===== src/rtl/mips_cpu_muldiv.sv =====
// Iterative HI/LO multiply/divide unit: MULT/MULTU/DIV/DIVU plus MTHI/MTLO writes.
// Operates on magnitudes and applies sign fixup in a single FINISH cycle.
module mips_cpu_muldiv #(
   parameter int WIDTH           = 32,
   parameter int STEPS_PER_CYCLE = 1
) (
   input  logic             clk,
   input  logic             reset,
   input  logic             start,
   input  logic [2:0]       op,
   input  logic [WIDTH-1:0] a,
   input  logic [WIDTH-1:0] b,
   output logic             busy,
   output logic             done,
   output logic [WIDTH-1:0] hi,
   output logic [WIDTH-1:0] lo
);

   localparam int ITER  = WIDTH / STEPS_PER_CYCLE;
   localparam int CNT_W = (ITER > 1) ? $clog2(ITER) : 1;
   localparam logic [CNT_W-1:0] LAST = CNT_W'(ITER - 1);

   typedef enum logic [1:0] {
      IDLE   = 2'd0,
      RUN    = 2'd1,
      FINISH = 2'd2
   } state_t;

   state_t state;
   state_t state_next;

   logic             is_mul_op;
   logic             is_div_op;
   logic             is_mthi;
   logic             is_mtlo;
   logic             signed_op;
   logic             accept;
   logic [WIDTH-1:0] a_mag;
   logic [WIDTH-1:0] b_mag;

   logic [CNT_W-1:0] cnt;
   logic             is_div;
   logic             div_zero;
   logic             neg_lo;
   logic             neg_hi;
   logic [WIDTH-1:0] hi_acc;
   logic [WIDTH-1:0] lo_acc;
   logic [WIDTH-1:0] opnd;

   logic [WIDTH-1:0]   step_hi;
   logic [WIDTH-1:0]   step_lo;
   logic [WIDTH:0]     trial;
   logic [WIDTH:0]     sum;
   logic               qbit;
   logic [2*WIDTH-1:0] prod;
   logic [2*WIDTH-1:0] prod_fix;
   logic [WIDTH-1:0]   res_hi;
   logic [WIDTH-1:0]   res_lo;

   always_comb begin
      is_mul_op = (op[2:1] == 2'b00);
      is_div_op = (op[2:1] == 2'b01);
      is_mthi   = (op == 3'b100);
      is_mtlo   = (op == 3'b101);
      signed_op = ~op[0];
      accept    = start && (state == IDLE) && (is_mul_op || is_div_op);
      a_mag     = (signed_op && a[WIDTH-1]) ? -a : a;
      b_mag     = (signed_op && b[WIDTH-1]) ? -b : b;
   end

   always_ff @(posedge clk) begin
      if (!reset) begin
         state <= IDLE;
      end else begin
         state <= state_next;
      end
   end

   always_comb begin
      state_next = state;
      busy       = 1'b0;
      case (state)
         IDLE: begin
            if (accept) begin
               state_next = RUN;
            end
         end
         RUN: begin
            busy = 1'b1;
            if (cnt == LAST) begin
               state_next = FINISH;
            end
         end
         FINISH: begin
            busy       = 1'b1;
            state_next = IDLE;
         end
         default: state_next = IDLE;
      endcase
   end

   // Multiply: {hi_acc,lo_acc} shifts right, multiplier bits leave lo_acc[0].
   // Divide: dividend bits leave lo_acc MSB into the remainder, quotient enters lo_acc LSB.
   always_comb begin
      step_hi = hi_acc;
      step_lo = lo_acc;
      trial   = '0;
      sum     = '0;
      qbit    = 1'b0;
      for (int i = 0; i < STEPS_PER_CYCLE; i++) begin
         if (is_div) begin
            trial = {step_hi, step_lo[WIDTH-1]};
            qbit  = (trial >= {1'b0, opnd});
            if (qbit) begin
               trial = trial - {1'b0, opnd};
            end
            step_hi = trial[WIDTH-1:0];
            step_lo = {step_lo[WIDTH-2:0], qbit};
         end else begin
            sum     = {1'b0, step_hi} + (step_lo[0] ? {1'b0, opnd} : {(WIDTH+1){1'b0}});
            step_hi = sum[WIDTH:1];
            step_lo = {sum[0], step_lo[WIDTH-1:1]};
         end
      end
   end

   // Divide by zero leaves remainder=|a|, so the normal sign fixup already yields hi=a.
   always_comb begin
      prod     = {hi_acc, lo_acc};
      prod_fix = neg_lo ? -prod : prod;
      if (is_div) begin
         res_hi = neg_hi ? -hi_acc : hi_acc;
         res_lo = div_zero ? {WIDTH{1'b1}} : (neg_lo ? -lo_acc : lo_acc);
      end else begin
         res_hi = prod_fix[2*WIDTH-1:WIDTH];
         res_lo = prod_fix[WIDTH-1:0];
      end
   end

   always_ff @(posedge clk) begin
      if (!reset) begin
         hi       <= '0;
         lo       <= '0;
         done     <= 1'b0;
         cnt      <= '0;
         is_div   <= 1'b0;
         div_zero <= 1'b0;
         neg_lo   <= 1'b0;
         neg_hi   <= 1'b0;
         hi_acc   <= '0;
         lo_acc   <= '0;
         opnd     <= '0;
      end else begin
         done <= 1'b0;
         case (state)
            IDLE: begin
               if (start && is_mthi) begin
                  hi <= a;
               end
               if (start && is_mtlo) begin
                  lo <= a;
               end
               if (accept) begin
                  cnt      <= '0;
                  is_div   <= is_div_op;
                  div_zero <= is_div_op && (b == '0);
                  neg_lo   <= signed_op && (a[WIDTH-1] ^ b[WIDTH-1]);
                  neg_hi   <= signed_op && a[WIDTH-1];
                  hi_acc   <= '0;
                  lo_acc   <= is_div_op ? a_mag : b_mag;
                  opnd     <= is_div_op ? b_mag : a_mag;
               end
            end
            RUN: begin
               hi_acc <= step_hi;
               lo_acc <= step_lo;
               cnt    <= cnt + CNT_W'(1);
            end
            FINISH: begin
               hi   <= res_hi;
               lo   <= res_lo;
               done <= 1'b1;
            end
            default: ;
         endcase
      end
   end

endmodule


===== config.mk =====
export PLATFORM = sky130hd
export DESIGN_NAME = mips_cpu_muldiv
export DESIGN_NICKNAME = d
export VERILOG_FILES = /design/src/rtl/mips_cpu_muldiv.sv
export SDC_FILE = /design/constraint.sdc
export NUM_CORES = 1
export LEC_CHECK = 0
export BUFFER_PORTS_ARGS = -buffer_cell sky130_fd_sc_hd__buf_2
export CAP_MARGIN = 20
export CORE_MARGIN = 1.5
export CORE_UTILIZATION = 35
export CTS_BUF_LIST = sky130_fd_sc_hd__clkbuf_8
export CTS_CLUSTER_DIAMETER = 200
export DETAILED_ROUTE_END_ITERATION = 7
export HOLD_SLACK_MARGIN = 0.05
export SYNTH_ARGS = -nofsm -noshare
export SYNTH_HDL_FRONTEND = slang
export SYNTH_SLANG_ARGS = --single-unit

===== constraint.sdc =====
create_clock -name clk -period 3.8 [get_ports clk]
set_input_delay 0.38 -clock clk [delete_from_list [all_inputs] [get_ports clk]]
set_output_delay 0.38 -clock clk [all_outputs]
set_load 0.03 [all_outputs]

==> results by group, run 1 <==
Timing
  • Slew @ Worst Pin: 1060 ps
  • Fin crit period: 3530 ps
  • Max_slew headroom: 29.6%
  • Final hold viol count: 0
  • Setup tns final: 0 ps
  • RSZ-0062 raised after global routing: no
  • Crit share post-route: 92.9%
  • Fin worst setup slack: 268 ps
  • Fin. max-slew vios: 0
  • Skew final: 28.5 ps
  • Final Setup Violations: 0
  • Peak Freq: 283 MHz

Detailed routing
  • First DRT Iteration DRCs: 1896
  • Vias: 16900
  • DRT antenna net count: 0
  • DR WL/cell: 24.0 µm
  • Vias per inst: 6.20
  • DRC Markers: 0
  • Initial DRT Pass Iterations: 6
  • Final wirelength: 65.2 mm

Critical path
  • CP cell instances: clkinvlp_4 -> buf_4 -> ha_1 -> or3b_2 -> nor4_2 -> nand4_1 -> o21a_1 -> o31ai_1 -> xor2_1 -> a211o_1 -> a21oi_1
  • CP endpoint kind: register
  • Crit path kind: register to register
  • Slowest CP cell: or3b_2
  • Crit-path max FO: 16
  • WP buf/inv: 2
  • Crit path DAT: 3980 ps
  • Top delay family on crit path: compound AO/OA/AOI/OAI gates
  • CP max stage delay: 510 ps
  • CP Launch Type: register
  • Worst path required time: 4250 ps

Cells and area
  • Nets: 2314
  • Synth-to-layout area growth: 14.0%
  • Share of cells above drive strength 1: 15.5%

Floorplanning
  • Total core area: 42100 µm²
  • Die footprint: 44200 µm²
  • Chip Height: 210 µm
  • Io pins: 136
  • Std-Cell Rows: 75
  • Initial Util: 35.7%
  • Width of the die: 210 µm

Clock tree
  • Hold buffers post-CTS: 0
  • CTS Sinks: 172
  • Clk slew on worst S/H paths: 120 ps
  • Root Driver: clkbuf_8
  • Postcts setup bufs: 0
  • # H-tree levels: 4
  • Clk Latency, worst-skew pair: 530 ps
  • CTS Buffer Depth: 2
  • Total CTS buffers: 17
  • CTS tree: built

Synthesis
  • Synthesized area per cell: 7.35 µm²
  • Sequential area share after synthesis: 22.9%
  • Yosys warns: 0
  • Netlist Area Pre-Place: 15000 µm²
  • Top FF cell, synth: dfxtp_1
  • Synth Instances: 2044
  • Cell variety after synth: 84
  • Number of enable flip-flop cells after synthesis: 0
  • Async S/R FF share, synth: 0%
  • Syn_nets: 2190
  • Post-synthesis register bit count: 172

Power
  • Power Dens Cells: 364 nW/µm²
  • Leak pwr: 7.02 nW
  • VDD IR max: 248 µV

GRT
  • Vias in the first global route: 15600
  • Grt ovf: 0
  • Total GRT Usage: 28.9%
  • First-pass GRT wire length: 97.4 mm
  • Pin count of the biggest net entering global routing: 79
  • Initial antenna violation count: 1

Placed design
  • DP Worst Slack: 191 ps
  • RD Place Congestion: 1.01
  • Detailed Place HPWL: 50.8 mm
  • PortBufs: 135

Status
  • Outcome: completed

Worst hold path
  • Worst hold path type: input pin to register

Run
  • Max-Cap Viols: 0
metal layers:
metal  GRT usage [%]  share of wire (%)  wire length, µm  up-vias
li1                -                  -                -     7743
met3            4.68                8.5             5510      159
met5               0                  0                0        -
met4            14.3                5.2             3370        0
met2            45.2                 45            29200      890
met1            38.6                 42            27100     8067
final timing paths:
kind | to | slack, ps | cells past startpoint | startpoint
max | hi[6] | 270 | 11 | lo_acc[0]
min | opnd[0] | 250 | 3 | b[0]
max reg2reg | hi[6] | 270 | 11 | lo_acc[0]
min reg2reg | lo[27] | 460 | 2 | lo[27]
flip-flops by register name, indices dropped and copies added (netlist names):
signal    count
state         2
hi_acc       32
div_zero      1
opnd         32
is_div        1
done          1
cnt           5
neg_lo        1
lo_acc       32
lo           32
hi           32
neg_hi        1
cell families after synthesis:
kind of cell	after synthesis	share of synthesized area, %
XOR/XNOR	155	9.03
flip-flops	172	22.9
AO/OA/AOI/OAI	697	30.3
buffers and inverters	216	5.57
adder cells (fa/ha/maj)	76	6.43
multiplexers	66	4.47
AND/OR/NAND/NOR	662	21.3
synthesized netlist by cell type (14+ instances only):
cell	count	area [µm²]
a211oi_1	49	368
a21o_1	28	210
a21oi_1	221	1110
a22oi_1	15	113
a31oi_1	26	163
and2_1	16	100
clkbuf_1	120	450
dfxtp_1	172	3440
ha_1	74	926
inv_1	77	289
mux2i_1	57	571
nand2_1	180	676
nand2b_1	14	87.6
nand3_1	34	170
nand4_1	26	163
nor2_1	229	860
nor3_1	45	225
o211ai_1	18	135
o21a_1	17	128
o21ai_0	135	676
o221ai_1	18	158
o31ai_1	26	195
or3_1	19	119
or4_1	19	143
xnor2_1	87	762
xor2_1	68	596
worst reg2reg max path, delay by kind of cell (launching register included):
kind,cells,cell delay (ps)
xor gates and xnor gates,1,110
buffers and inverters,2,450
adders and majority gates,1,160
DFF,1,360
and+or+nand+nor,3,1090
AOI/OAI and AO/OA,4,1290
area by class of cell:
class,instances,area (µm²)
Antenna cell,1,2.50
Timing Repair Buffer,244,1510
Fill cell,4335,25000
Clock buffer,17,234
Multi-Input combinational cell,1656,10800
Tap cell,539,674
Inverter,77,294
Sequential cell,172,3440
Clock inverter,15,213
cells in the final DEF (no fill, tap or decap), types with 9 or more instances in the layout:
cell type	netlist	final
o221a_2	11	11
o221ai_1	18	18
a21oi_1	221	220
o31ai_1	26	26
dfxtp_1	172	171
or4_1	19	19
nand2b_1	14	14
nand3_1	34	34
o22ai_1	13	13
o21a_1	17	17
and3_1	11	11
nand4_1	26	26
buf_2	6	135
nand2_1	180	180
buf_4	1	108
nor2b_1	13	13
mux2i_1	57	57
a221oi_1	9	9
and2_1	16	16
or3_1	19	19
o21ai_0	135	133
o31a_1	9	9
a31oi_1	26	26
a211oi_1	49	49
a311oi_1	10	10
inv_1	77	75
clkbuf_8	0	17
ha_1	74	73
a211o_1	13	13
a22oi_1	15	15
nor4_1	13	13
a21o_1	28	28
nor3_1	45	45
xor2_1	68	68
mux2_2	9	9
xnor2_1	87	87
nor2_1	229	228
o211ai_1	18	18
where the power goes:
group          leakage, nW  internal (mW)  switching (mW)
Sequential            1.40           1.92           0.151
Clock                0.221          0.581           0.934
Combinational         5.40          0.965            1.70
per-stage QoR:
step	hold slack, ps	cells	total power, mW	instance area, µm²	util (%)
2_1_floorplan	432	2044	3.74	15000	-
3_3_place_gp	440	2687	4.67	16700	39.6
3_5_place_dp	443	2687	4.68	16700	39.6
4_1_cts	224	2719	6.17	17100	40.7
5_1_grt	243	2721	6.52	17100	40.7
6_report	246	2721	6.25	17100	40.7
repair_timing:
item / CTS / global route
resized for setup: 0 / 2
setup endpoints to repair: 0 / 5
endpoints found under the hold margin: 0 / 0
Power figures use the tool's default switching activity.
==> run 2: changes to the inputs <==
==> constraint.sdc (replaced) <==
create_clock -name clk -period 4.48 [get_ports clk]
set_input_delay 0.448 -clock clk [delete_from_list [all_inputs] [get_ports clk]]
set_output_delay 0.448 -clock clk [all_outputs]
set_load 0.03 [all_outputs]
==> results by group, run 2 (synthesized netlist as in run 1, its figures left out) <==
Status
  • Outcome: completed

Clock tree
  • CTS resizes: 0
  • # H-tree levels: 4
  • Total CTS buffers: 17
  • CTS Sinks: 172
  • Clk slew on worst S/H paths: 100 ps
  • CTS tree: built
  • CTS Buffer Depth: 2
  • Postcts setup bufs: 0
  • Hold buffers post-CTS: 0
  • Clk Latency, worst-skew pair: 500 ps
  • Root Driver: clkbuf_8

Timing
  • Final hold viol count: 0
  • Hold Slack: 348 ps
  • Fin worst setup slack: 770 ps
  • Fin crit period: 3710 ps
  • Peak Freq: 270 MHz
  • Skew final: 19.9 ps
  • Final Setup Violations: 0
  • Setup tns final: 0 ps
  • Slew @ Worst Pin: 1010 ps
  • RSZ-0062 raised after global routing: no
  • Max_slew headroom: 32.1%
  • Fin. max-slew vios: 0
  • Crit share post-route: 82.8%

GRT
  • First-pass GRT wire length: 93.8 mm
  • Initial antenna violation count: 2
  • Pin count of the biggest net entering global routing: 83
  • Vias in the first global route: 15100
  • Total GRT Usage: 27.8%
  • Grt ovf: 0

Critical path
  • Crit-path max FO: 16
  • Reg2reg start: lo_acc[0]
  • Crit path kind: register to register
  • Worst path required time: 4890 ps
  • Worst r2r dst: hi[28]
  • Reg2reg setup slack: 770 ps
  • CP endpoint kind: register
  • Crit path DAT: 4120 ps
  • CP Launch Type: register
  • Worst r2r path cells: 10

Cells and area
  • Nets: 2251
  • Synth-to-layout area growth: 10.5%
  • Fin cells: 2657
  • Ant diodes: 0
  • Commonest cells after routing, fill and taps aside: nor2_1 (228), a21oi_1 (220), nand2_1 (180), dfxtp_1 (171), buf_2 (135)
  • Commonest non-fill, non-tap cell in the layout: nor2_1
  • Core Util, Final: 39.4%
  • Share of cells above drive strength 1: 12.8%

Detailed routing
  • DRT antenna net count: 0
  • DR WL/cell: 23.7 µm
  • Vias: 16500
  • First DRT Iteration DRCs: 2062
  • DRC Markers: 0
  • Vias per inst: 6.21
  • Initial DRT Pass Iterations: 6
  • Final wirelength: 62.9 mm

Floorplanning
  • Std-Cell Rows: 75
  • Chip Height: 210 µm
  • Total core area: 42100 µm²
  • Initial Util: 35.7%
  • Width of the die: 210 µm
  • Io pins: 136
  • Die footprint: 44200 µm²

Worst hold path
  • Hold Startpoint: b[0]
  • Worst hold path type: input pin to register
  • WHS Path Cells: 3
  • Hold EP: opnd[0]

Power
  • VDD IR max: 225 µV
  • Leak pwr: 6.70 nW
  • Power Dens Cells: 304 nW/µm²

Placed design
  • Detailed Place HPWL: 48.6 mm
  • PortBufs: 135
  • Placed cell count: 2625
  • RD Place Congestion: 0.966
  • DP Worst Slack: 881 ps

Run
  • Max-Cap Viols: 0
run 2: area by class of cell:
cell class                 count  area (µm²)
fill                        4424       25500
multi-input combinational   1656       10800
sequential                   172        3440
timing repair buffer         181        1030
tap                          539         674
inverter                      77         290
clock buffer                  17         234
clock inverter                15         165
run 2: worst max-delay path by stage:
stage	from	endpoint	slack, ps
final	lo_acc[0]	hi[28]	770
after global routing	lo_acc[0]	hi[28]	560
after CTS	lo_acc[0]	hi[28]	850
after detailed placement	lo_acc[0]	hi[28]	880
after global placement	lo_acc[0]	hi[28]	940
after floorplan	lo_acc[0]	hi_acc[23]	1350
run 2: routing by layer:
metal | vias to the layer above | share of wire (%) | wire length (µm) | global-route usage, %
li1 | 7636 | - | - | -
met1 | 7911 | 43 | 26900 | 37.5
met2 | 793 | 44 | 27800 | 43.0
met3 | 148 | 7.9 | 4990 | 4.77
met4 | 0 | 4.9 | 3110 | 13.1
met5 | - | 0 | 0 | 0
run 2: worst max-delay path: stages (launching register included):
cell and delay (ps):
dfxtp_1 400, inv_1 390, ha_1 270, or3b_2 520, nor4_2 290, nand4_1 290, o21a_1 470, o21bai_1 270
xor2_1 300, mux2i_1 160, a211oi_1 260
run 2: metrics by stage:
step           power (mW)  cell area (µm²)
2_1_floorplan        3.17            15000
3_3_place_gp         3.82            16200
3_5_place_dp         3.83            16200
4_1_cts              5.01            16600
5_1_grt              5.29            16600
6_report             5.06            16600
run 2: power by group:
group / switching [mW] / total [mW] / leakage [nW] / internal, mW
sequential: 0.136 / 1.76 / 1.40 / 1.63
clock: 0.684 / 1.19 / 0.211 / 0.508
combinational: 1.37 / 2.10 / 5.09 / 0.729
==> run 3: changes to the inputs <==
==> constraint.sdc (replaced) <==
create_clock -name clk -period 3.18 [get_ports clk]
set_input_delay 0.318 -clock clk [delete_from_list [all_inputs] [get_ports clk]]
set_output_delay 0.318 -clock clk [all_outputs]
set_load 0.03 [all_outputs]
==> results by group, run 3 (synthesized netlist as in run 1, its figures left out) <==
Run
  • Max-Cap Viols: 0

Critical path
  • CP Depth: 13
  • CP endpoint: hi_acc[26]
  • Crit path kind: register to register
  • Reg2reg setup slack: 140 ps
  • CP Launch Type: register
  • CP cell instances: inv_1 -> ha_1 -> inv_1 -> fa_2 -> a21oi_2 -> nor2_1 -> o31ai_1 -> buf_4 -> a21oi_1 -> or3_4 -> o21a_1 -> o311a_1 -> o31ai_1
  • Crit-path max FO: 4
  • Top delay family on crit path: compound AO/OA/AOI/OAI gates
  • Worst r2r dst: hi_acc[26]
  • CP endpoint kind: register
  • Worst r2r path cells: 13
  • WP buf/inv: 3
  • Reg2reg start: lo_acc[31]
  • Slowest CP cell: or3_4
  • Crit path launch: lo_acc[31]
  • Worst path required time: 3630 ps
  • CP max stage delay: 370 ps
  • Crit path DAT: 3490 ps

GRT
  • Most used routing layer: met2
  • M1 GR Usage: 38.2%
  • Met2 Track Usage GR: 45.9%
  • Grt ovf: 0
  • First-pass GRT wire length: 98.5 mm
  • Pin count of the biggest net entering global routing: 63
  • Vias in the first global route: 16100
  • Total GRT Usage: 29.3%
  • Initial antenna violation count: 1
  • GRT met3 Usage: 6.08%

Cells and area
  • Commonest non-fill, non-tap cell in the layout: nor2_1
  • Synth-to-layout area growth: 18.7%
  • Nets: 2391
  • Share of cells above drive strength 1: 19.1%
  • Filler Cell Count: 4289
  • Core Util, Final: 42.4%
  • Ant diodes: 0
  • Commonest cells after routing, fill and taps aside: nor2_1 (228), a21oi_1 (217), nand2_1 (180), buf_4 (180), dfxtp_1 (169)

Floorplanning
  • Total core area: 42100 µm²
  • Die footprint: 44200 µm²
  • Width of the die: 210 µm
  • Initial Util: 35.7%
  • Std-Cell Rows: 75
  • Chip Height: 210 µm
  • Io pins: 136

Timing
  • Crit share post-route: 95.7%
  • Fin worst setup slack: 137 ps
  • Slew @ Worst Pin: 1020 ps
  • Fin crit period: 3040 ps
  • Final Setup Violations: 0
  • Hold Slack: 180 ps
  • Peak Freq: 329 MHz
  • Max_slew headroom: 31.7%
  • Final hold viol count: 0
  • Fin. max-slew vios: 0
  • Setup tns final: 0 ps
  • Skew final: 21.8 ps

Power
  • Leak pwr: 7.45 nW
  • Total power draw: 7.75 mW
  • VDD IR max: 315 µV
  • Power Dens Cells: 434 nW/µm²

Placed design
  • Detailed Place HPWL: 51.8 mm
  • RD Place Congestion: 1.00
  • DP Worst Slack: 15.4 ps
  • PortBufs: 135

Status
  • Outcome: completed

Detailed routing
  • DR WL/cell: 23.6 µm
  • First DRT Iteration DRCs: 1871
  • Initial DRT Pass Iterations: 5
  • DRC Markers: 0
  • Vias per inst: 6.08
  • DRT antenna net count: 0
  • Final wirelength: 65.9 mm
  • Vias: 17000

Clock tree
  • Root Driver: clkbuf_8
  • Clk Latency, worst-skew pair: 540 ps
  • Total CTS buffers: 17
  • CTS Sinks: 172
  • CTS tree: built
  • Clk slew on worst S/H paths: 130 ps
  • CTS Buffer Depth: 2
  • # H-tree levels: 4

Worst hold path
  • Worst hold path type: input pin to register
[run 3: report_power, final]
part           leakage [nW]  internal [mW]  switching [mW]  total [mW]
sequential             1.40           2.29           0.140        2.43
combinational          5.83           1.35            2.13        3.48
clock                 0.225          0.754            1.08        1.84
total                  7.45           4.40            3.35        7.75
[run 3: worst min path at each step]
stage | startpoint | end | slack, ps | depth (start not counted)
finish | a[2] | hi[2] | 180 | 3
global route | b[0] | opnd[0] | 180 | 3
CTS | a[2] | hi[2] | 150 | 3
detailed placement | lo[31] | lo[31] | 450 | 2
global placement | lo[31] | lo[31] | 440 | 2
floorplan | opnd[16] | opnd[16] | 430 | 2
[run 3: timing repair]
action / 4_1_cts / 5_1_grt
gates cloned: 0 / 0
pin swaps: 0 / 5
hold buffers: 0 / 0
endpoints found under the setup margin: 2 / 16
buffers inserted: 0 / 1
gates resized for setup: 2 / 22
[run 3: worst min-delay path: cells and delay by family]
kind                   cells  cell delay, ps
AOI/OAI and AO/OA          1              80
muxes                      1             130
buffers and inverters      1             140
[run 3: layer usage]
layer / part of all wire [%] / up-vias
met5: 0.018 / -
met4: 5.5 / 2
met3: 8.3 / 173
met2: 44 / 796
met1: 42 / 8152
li1: - / 7884
[run 3: layout make-up]
class | instances | area (µm²) | share of cell area, %
repair buffers | 321 | 2150 | 12.0
clock inverters | 15 | 219 | 1.23
well taps | 539 | 674 | 3.78
multi-input cells | 1656 | 10800 | 60.7
flip-flops and latches | 172 | 3450 | 19.3
clock buffers | 17 | 234 | 1.31
inverters | 77 | 290 | 1.63
[run 3: stage by stage]
step / instances / cell area [µm²]
finish: 2797 / 17800
global route: 2797 / 17800
CTS: 2796 / 17800
detailed placement: 2764 / 17300
global placement: 2764 / 17300
floorplan: 2044 / 15000
